<file path="src/rtl/shift_arbiter_pkg.sv">
// rtl/shift_arbiter_pkg.sv - shared types and helpers for the shift arbiter
package shift_arbiter_pkg;

    typedef enum logic {
        EMPTY = 1'b0,
        FULL  = 1'b1
    } state_t;

    localparam int MAX_NREQ     = 8;
    localparam int RR_IDX_WIDTH = 3;

    // Index width that stays legal for a single-entry range.
    function automatic int min_width(input int n);
        return (n > 1) ? $clog2(n) : 1;
    endfunction

    // First set bit of valid at or after ptr, wrapping at nreq; returns {hit, index}.
    function automatic logic [RR_IDX_WIDTH:0] rr_first(
        input logic [MAX_NREQ-1:0]     valid,
        input logic [RR_IDX_WIDTH-1:0] ptr,
        input int                      nreq
    );
        logic                    hit;
        logic [RR_IDX_WIDTH-1:0] idx;
        int                      j;
        hit = 1'b0;
        idx = '0;
        for (int i = 0; i < MAX_NREQ; i++) begin
            j = int'(ptr) + i;
            if (j >= nreq) begin
                j = j - nreq;
            end
            if ((i < nreq) && !hit && valid[j[RR_IDX_WIDTH-1:0]]) begin
                hit = 1'b1;
                idx = j[RR_IDX_WIDTH-1:0];
            end
        end
        return {hit, idx};
    endfunction

endpackage

</file>
<file path="src/rtl/shift.sv">
// rtl/shift.sv - combinational logical shifter, left or right by shamt
module shift #(
    parameter int WIDTH       = 32,
    parameter int SHAMT_WIDTH = 5
) (
    input  logic [WIDTH-1:0]       data,
    input  logic [SHAMT_WIDTH-1:0] shamt,
    input  logic                   left,
    output logic [WIDTH-1:0]       result
);

    assign result = left ? (data << shamt) : (data >> shamt);

endmodule

</file>
<file path="src/rtl/shift_arbiter.sv">
// rtl/shift_arbiter.sv - round-robin sharing of one shifter with a registered tagged response
// Optional SHIFT_ARBITER_SRA_EN adds req_arith for arithmetic right shifts.
module shift_arbiter
    import shift_arbiter_pkg::*;
#(
    parameter int WIDTH       = 32,
    parameter int NREQ        = 4,
    parameter int SHAMT_WIDTH = min_width(WIDTH),
    parameter int ID_WIDTH    = min_width(NREQ),
    parameter int CNT_WIDTH   = 16
) (
    input  logic                        clk,
    input  logic                        rst,
    input  logic [NREQ-1:0]             req_valid,
    output logic [NREQ-1:0]             req_ready,
    input  logic [NREQ*WIDTH-1:0]       req_data,
    input  logic [NREQ*SHAMT_WIDTH-1:0] req_shamt,
    input  logic [NREQ-1:0]             req_shope,
`ifdef SHIFT_ARBITER_SRA_EN
    input  logic [NREQ-1:0]             req_arith,
`endif
    output logic                        rsp_valid,
    input  logic                        rsp_ready,
    output logic [WIDTH-1:0]            rsp_data,
    output logic [ID_WIDTH-1:0]         rsp_id,
    output logic [CNT_WIDTH-1:0]        op_count
);

    state_t                  state_q;
    state_t                  state_d;
    logic [ID_WIDTH-1:0]     ptr_q;
    logic [ID_WIDTH-1:0]     ptr_d;
    logic [RR_IDX_WIDTH:0]   pick;
    logic                    grant_hit;
    logic [ID_WIDTH-1:0]     grant_id;
    logic                    drain;
    logic                    can_accept;
    logic                    accept;
    logic [WIDTH-1:0]        sel_data;
    logic [SHAMT_WIDTH-1:0]  sel_shamt;
    logic                    sel_left;
    logic [WIDTH-1:0]        shift_result;
    logic [WIDTH-1:0]        load_data;

    assign rsp_valid  = (state_q == FULL);
    assign drain      = rsp_valid & rsp_ready;
    assign can_accept = (state_q == EMPTY) | drain;

    always_comb begin
        pick = rr_first(MAX_NREQ'(req_valid), RR_IDX_WIDTH'(ptr_q), NREQ);
    end

    assign grant_hit = pick[RR_IDX_WIDTH];
    assign grant_id  = ID_WIDTH'(pick[RR_IDX_WIDTH-1:0]);

    always_comb begin
        req_ready = '0;
        for (int k = 0; k < NREQ; k++) begin
            if (grant_hit && !rst && can_accept && (grant_id == ID_WIDTH'(k))) begin
                req_ready[k] = 1'b1;
            end
        end
    end

    assign accept = |(req_valid & req_ready);

    // Only the granted requester's operands reach the shifter.
    always_comb begin
        sel_data  = '0;
        sel_shamt = '0;
        sel_left  = 1'b0;
        for (int k = 0; k < NREQ; k++) begin
            if (grant_id == ID_WIDTH'(k)) begin
                sel_data  = req_data[k*WIDTH +: WIDTH];
                sel_shamt = req_shamt[k*SHAMT_WIDTH +: SHAMT_WIDTH];
                sel_left  = req_shope[k];
            end
        end
    end

    shift #(
        .WIDTH       (WIDTH),
        .SHAMT_WIDTH (SHAMT_WIDTH)
    ) u_shift (
        .data   (sel_data),
        .shamt  (sel_shamt),
        .left   (sel_left),
        .result (shift_result)
    );

`ifdef SHIFT_ARBITER_SRA_EN
    logic sel_arith;

    always_comb begin
        sel_arith = 1'b0;
        for (int k = 0; k < NREQ; k++) begin
            if (grant_id == ID_WIDTH'(k)) begin
                sel_arith = req_arith[k];
            end
        end
    end

    // Fill the vacated MSBs with the sign bit on top of the logical result.
    always_comb begin
        load_data = shift_result;
        if (sel_arith && !sel_left && sel_data[WIDTH-1]) begin
            load_data = shift_result | ~({WIDTH{1'b1}} >> sel_shamt);
        end
    end
`else
    assign load_data = shift_result;
`endif

    always_comb begin
        ptr_d = ptr_q;
        if (accept) begin
            ptr_d = (grant_id == ID_WIDTH'(NREQ - 1)) ? '0 : grant_id + ID_WIDTH'(1);
        end
    end

    always_comb begin
        state_d = state_q;
        case (state_q)
            EMPTY: if (accept) state_d = FULL;
            FULL:  if (drain && !accept) state_d = EMPTY;
            default: state_d = EMPTY;
        endcase
    end

    always_ff @(posedge clk) begin
        if (rst) begin
            state_q  <= EMPTY;
            ptr_q    <= '0;
            rsp_data <= '0;
            rsp_id   <= '0;
            op_count <= '0;
        end else begin
            state_q <= state_d;
            ptr_q   <= ptr_d;
            if (accept) begin
                rsp_data <= load_data;
                rsp_id   <= grant_id;
            end
            if (drain) begin
                op_count <= op_count + CNT_WIDTH'(1);
            end
        end
    end

endmodule

</file>
<file path="config.mk">
export PLATFORM = sky130hd
export DESIGN_NAME = shift_arbiter
export DESIGN_NICKNAME = d
export VERILOG_FILES = /design/src/rtl/shift_arbiter_pkg.sv /design/src/rtl/shift.sv /design/src/rtl/shift_arbiter.sv
export SDC_FILE = /design/constraint.sdc
export NUM_CORES = 1
export LEC_CHECK = 0
export ABC_CLOCK_PERIOD_IN_PS = 4100
export CAP_MARGIN = 20
export CORE_MARGIN = 3
export CORE_UTILIZATION = 49
export CTS_CLUSTER_SIZE = 25
export DETAILED_ROUTE_END_ITERATION = 10
export PLACE_DENSITY = 0.91
export REMOVE_ABC_BUFFERS = 1
export SLEW_MARGIN = 20
export SYNTH_ARGS = -nofsm -noshare
export SYNTH_HDL_FRONTEND = slang
export SYNTH_SLANG_ARGS = --single-unit
</file>
<file path="constraint.sdc">
create_clock -name clk -period 4.1 [get_ports clk]
set_input_delay 0.82 -clock clk [delete_from_list [all_inputs] [get_ports clk]]
set_output_delay 0.82 -clock clk [all_outputs]
set_load 0.05 [all_outputs]
</file>
==> results.yml, run 1 <==
floorplanning:
  chipWidth_um: 124
  fp.dieH_um: 124
  initial_utilization_pct: 50.8
  floorplan.rows: 42
  design.portCount: 214
synth:
  yosys-top-cells-area: "sky130_fd_sc_hd__dfxtp_1, sky130_fd_sc_hd__o211ai_1, sky130_fd_sc_hd__nand2_1"
  ys.flop_type: "sky130_fd_sc_hd__dfxtp_1"
  yosys.cell_types.count: 73
  synth.avg_cell_area_um2: 6.90
  synth_async_sr_flop_share_pct: 0
  netlist_area_um2: 6830
  most_repeated_cell_in_the_gate_level_netlist_after_synthesis: "sky130_fd_sc_hd__nand2_1"
  synth_enable_flop_cells: 0
  yosysSeqAreaShare_pct: 15.5
  synth_common_cells: "sky130_fd_sc_hd__nand2_1, sky130_fd_sc_hd__nor2_1, sky130_fd_sc_hd__o211ai_1"
  synthDominantCellAreaShare_pct: 15.5
  yosys_warnings: 0
  biggest_area_consumer_among_synthesized_cells: "sky130_fd_sc_hd__dfxtp_1"
  netlist_instances: 991
  synth.ff_latch_count: 53
clock_network:
  clock_root_cell: "sky130_fd_sc_hd__clkbuf_16"
  cts_max_level: 2
  cts_made_buffers: 5
  cts.path.max_buffers: 2
  post_cts_hold_buffer_count: 0
  tritoncts_num_sinks: 53
timing:
  grt_repair_worst_endpoint: "rsp_data[21]$_SDFFE_PP0P_/D"
  worst-endpoint-pin-kind: "register data pin"
place:
  place_congestion: 1.24
  place_hpwl_mm: 26.5
  placed_cell_area_um2: 10900
  place.port_buffers: 213
status:
  haltStage: "5_1_grt"
  toolErrorMsg: "[ERROR GRT-0228] Horizontal edge usage exceeds the maximum allowed. (2, 2) usage=65535 limit=3200"
  run_status: "stopped before the end"
global_routing:
  grt_start_max_net_pins: 55
==> cells by family after synthesis <==
kind of cell	after synthesis	share of synthesized area (%)
xor+xnor	15	1.92
buf+inv	102	7.07
simple gates	358	22.7
mux	59	9.15
fa+ha+maj	5	0.915
compound gates	399	42.7
flops	53	15.5
==> per-stage QoR <==
stage               setup TNS (ns)  utilization, %  std cells  setup slack [ns]
floorplan                   -67.33               -        900             -2.27
CTS                              0            84.8       1562            0.0359
global placement            -12.64            80.8       1545            -0.604
detailed placement          -16.76            80.8       1545            -0.747
==> what timing repair did <==
item | CTS
setup buffers | 8
gates resized for setup | 67
cloned | 1
endpoints found under the setup margin | 32
pin swaps | 16
==> inputs of run 2 (changes only) <==
Settings changed: CORE_UTILIZATION 49 to 40, CTS_CLUSTER_SIZE 25 to unset, PLACE_DENSITY 0.91 to unset, PLACE_DENSITY_LB_ADDON set to 0.15.
==> run 2 against run 1 <==
Net effect: the run now ends clean; area after synthesis did not move; synthesized cell count stayed put.
==> results.yml, run 2 <==
floorplanning:
  floorplan.rows: 47
  floorplan.core_area_um2: 16600
  design.portCount: 214
  initial_utilization_pct: 41.1
  die-area_um2: 18700
  fp.dieH_um: 137
  chipWidth_um: 137
drt:
  routed_wirelength_mm: 32.6
  drt-initial-drc-count: 1189
  drt-vias-per-instance: 6.05
  drt_pass1_iterations: 6
  overall_via_count_from_detail_route: 9848
  remaining_drc_errors: 0
  final_antenna_net_count: 0
  average_wire_per_cell_in_the_routed_design_um: 20.0
setup_path:
  worstSetupEndpoint: "rsp_data[3]"
  timing.critical_path.from: "req_valid[1]"
  regToRegEndpoint: "rsp_data[2]"
  path_cells: "dlygate4sd2_1, a21oi_1, o21ai_0, a21oi_1, buf_4, inv_2, ha_4, nand3b_1, and3_4, buf_6, nor2_4, buf_12, buf_12, mux2i_1, buf_4, o22ai_1, o21ai_1, a31oi_1, a211oi_1"
  required_ns: 4.30
  max_stage_delay_ns: 0.30
  crit_fanout: 18
  regToRegSetupSlack_ns: 0.42
  setup.worst_path.class: "input port to flop"
  timing.critical_path.to_type: "flop"
  r2r_start: "ptr_q[1]"
  ff2ff_path_depth: 21
  worst_ep_arrival_time_ns: 4.19
  setup.worst_path.start_class: "input port"
  critical-path-slowest-cell: "sky130_fd_sc_hd__a211oi_1"
cells_and_area:
  mostFrequentLayoutCell: "sky130_fd_sc_hd__buf_4"
  largest-register: "rsp_data"
  area_growth_syn_to_layout_pct: 71.0
  flip_flop_count_of_the_largest_register_all_copies_and_words_added: 32
  layout.nets: 1570
  most_frequent_cells_in_the_layout: "sky130_fd_sc_hd__buf_4, sky130_fd_sc_hd__clkdlybuf4s50_1, sky130_fd_sc_hd__nand2_1"
  fin_area_um2: 11700
  final_layout_size_suffix_gt1_share_pct: 26.1
  layout_top_registers: "rsp_data (32), op_count (16)"
timing:
  timing.final.crit_period_ns: 3.99
  timing.hold.ws_ns: 0.459
  worst-slew-pin-transition_ns: 0.634
  finalSetupViolCount: 0
  achievable-frequency_ghz: 0.251
  finalCritPeriodShare_pct: 97.3
  setup_slack_ns: 0.111
  fin_tns_setup_ns: 0
  timing_hold_violations_final: 0
  max_slew_margin_pct: 57.4
  final.setup_skew_ns: 0.00884
  timing_max_transition_violations_final: 0
pwr:
  sequentialPowerShare_pct: 9.7
  p_clk_share_pct: 7.2
  cellPowerDensity_nw_per_um2: 529
  reported_net_switching_power_mw: 3.06
  share_comb_of_total_power_pct: 83.1
  ir_drop_uv: 290
  power.switching_fraction_pct: 49.4
  power.leakage_nw: 4.59
  internal-power_mw: 3.13
clock_network:
  clkSlewWorstSetupHoldPaths_ns: 0.07
  tritoncts: "yes"
  clock_root_cell: "sky130_fd_sc_hd__clkbuf_16"
  cts.path.max_buffers: 2
  clock_latency_ns: 0.30
  tritoncts_num_sinks: 53
  cts_made_buffers: 5
  cts_max_level: 2
global_routing:
  globalRoute.busiestLayer: "met2"
  grt_antenna_before_repair: 0
  gr-total-overflow: 0
  grtUsageMet2_pct: 53.1
  first_global_vias: 9112
  grt_start_max_net_pins: 45
  global_route_wire_length_before_repair_mm: 49.7
  grt.met1_usage_pct: 47.0
  groute.layer.met3.usage_pct: 4.89
  all_layer_gr_usage_pct: 33.5
synth:
  yosysSeqAreaShare_pct: 15.5
  most_repeated_cell_in_the_gate_level_netlist_after_synthesis: "sky130_fd_sc_hd__nand2_1"
  netlist_instances: 991
  ys.flop_type: "sky130_fd_sc_hd__dfxtp_1"
  synth.ff_latch_count: 53
  synth_async_sr_flop_share_pct: 0
  yosys.cell_types.count: 73
  biggest_area_consumer_among_synthesized_cells: "sky130_fd_sc_hd__dfxtp_1"
  yosys_warnings: 0
  synthDominantCellAreaShare_pct: 15.5
  synth_common_cells: "sky130_fd_sc_hd__nand2_1, sky130_fd_sc_hd__nor2_1, sky130_fd_sc_hd__o211ai_1"
  yosys-top-cells-area: "sky130_fd_sc_hd__dfxtp_1, sky130_fd_sc_hd__o211ai_1, sky130_fd_sc_hd__nand2_1"
  netlist_area_um2: 6830
  synth.avg_cell_area_um2: 6.90
  synth_enable_flop_cells: 0
place:
  place.port_buffers: 213
  place_congestion: 1.01
  dpl_worst_slack_ns: -0.676
  placed_cell_area_um2: 11200
  place_hpwl_mm: 26.9
status:
  run_status: "finished clean"
run:
  count_of_maximum_capacitance_violations: 0
hold_path:
  holdCritPathClass: "flop to flop"
[run 2: power groups by stage]
stage,Sequential (mW),Clock [mW],Combinational (mW)
floorplan,0.779,0,2.09
detailed placement,0.613,0,4.77
global route,0.606,0.465,5.41
finish,0.602,0.443,5.14
CTS,0.601,0.447,4.88
global placement,0.611,0,4.76
[run 2: repair_timing]
item,CTS,global route
endpoints found under the setup margin,32,32
endpoints found under the hold margin,0,0
hold buffers,0,0
setup buffers,4,7
pin swaps,9,14
resized for setup,32,39
[run 2: worst min path at each step]
stage,start,end,slack [ns],cells after the start
after CTS,rsp_id[0],rsp_id[0],0.46,2
after floorplan,ptr_q[1],ptr_q[1],0.49,2
after detailed placement,rsp_id[0],rsp_id[0],0.45,2
after global placement,rsp_id[1],rsp_id[1],0.44,2
final,rsp_id[0],rsp_id[0],0.46,2
after global routing,rsp_id[0],rsp_id[0],0.49,2
[run 2: through the flow]
| step | std cells | power (mW) | utilization [%] |
|---|---|---|---|
| final | 1628 | 6.18 | 70.2 |
| after global routing | 1627 | 6.49 | 70.2 |
| after floorplan | 900 | 2.87 | - |
| after global placement | 1609 | 5.37 | 67.0 |
| after detailed placement | 1609 | 5.38 | 67.0 |
| after CTS | 1620 | 5.93 | 69.0 |
[run 2: metal layers]
layer / share of wire (%) / routed length (um)
met2: 45 / 14700
met5: 0 / 0
met1: 42 / 13800
met4: 2.8 / 922
met3: 9.5 / 3100
[run 2: layout make-up]
class / count / area, um2
inverter: 11 / 41.3
timing repair buffer: 499 / 4600
antenna: 1 / 2.50
fill: 1430 / 4950
clock inverter: 3 / 26.3
clock buffer: 5 / 125
sequential: 53 / 1060
multi-input combinational: 836 / 5560
tap: 220 / 275
[run 2: kinds of logic after synthesis]
group                    count (synthesis)  synth area share [%]
AO/OA/AOI/OAI                          399                  42.7
XOR/XNOR                                15                  1.92
adder cells (fa/ha/maj)                  5                 0.915
buffers and inverters                  102                  7.07
flip-flops                              53                  15.5
multiplexers                            59                  9.15
AND/OR/NAND/NOR                        358                  22.7
[run 2: worst max-delay path: cells and delay by family]
kind,cells,cell delay (ns)
AOI/OAI and AO/OA,7,1.25
buffers and inverters,7,1.12
and+or+nand+nor,3,0.55
adders and majority gates,1,0.22
muxes,1,0.21
No activity file was read; power rests on OpenSTA's default activity.
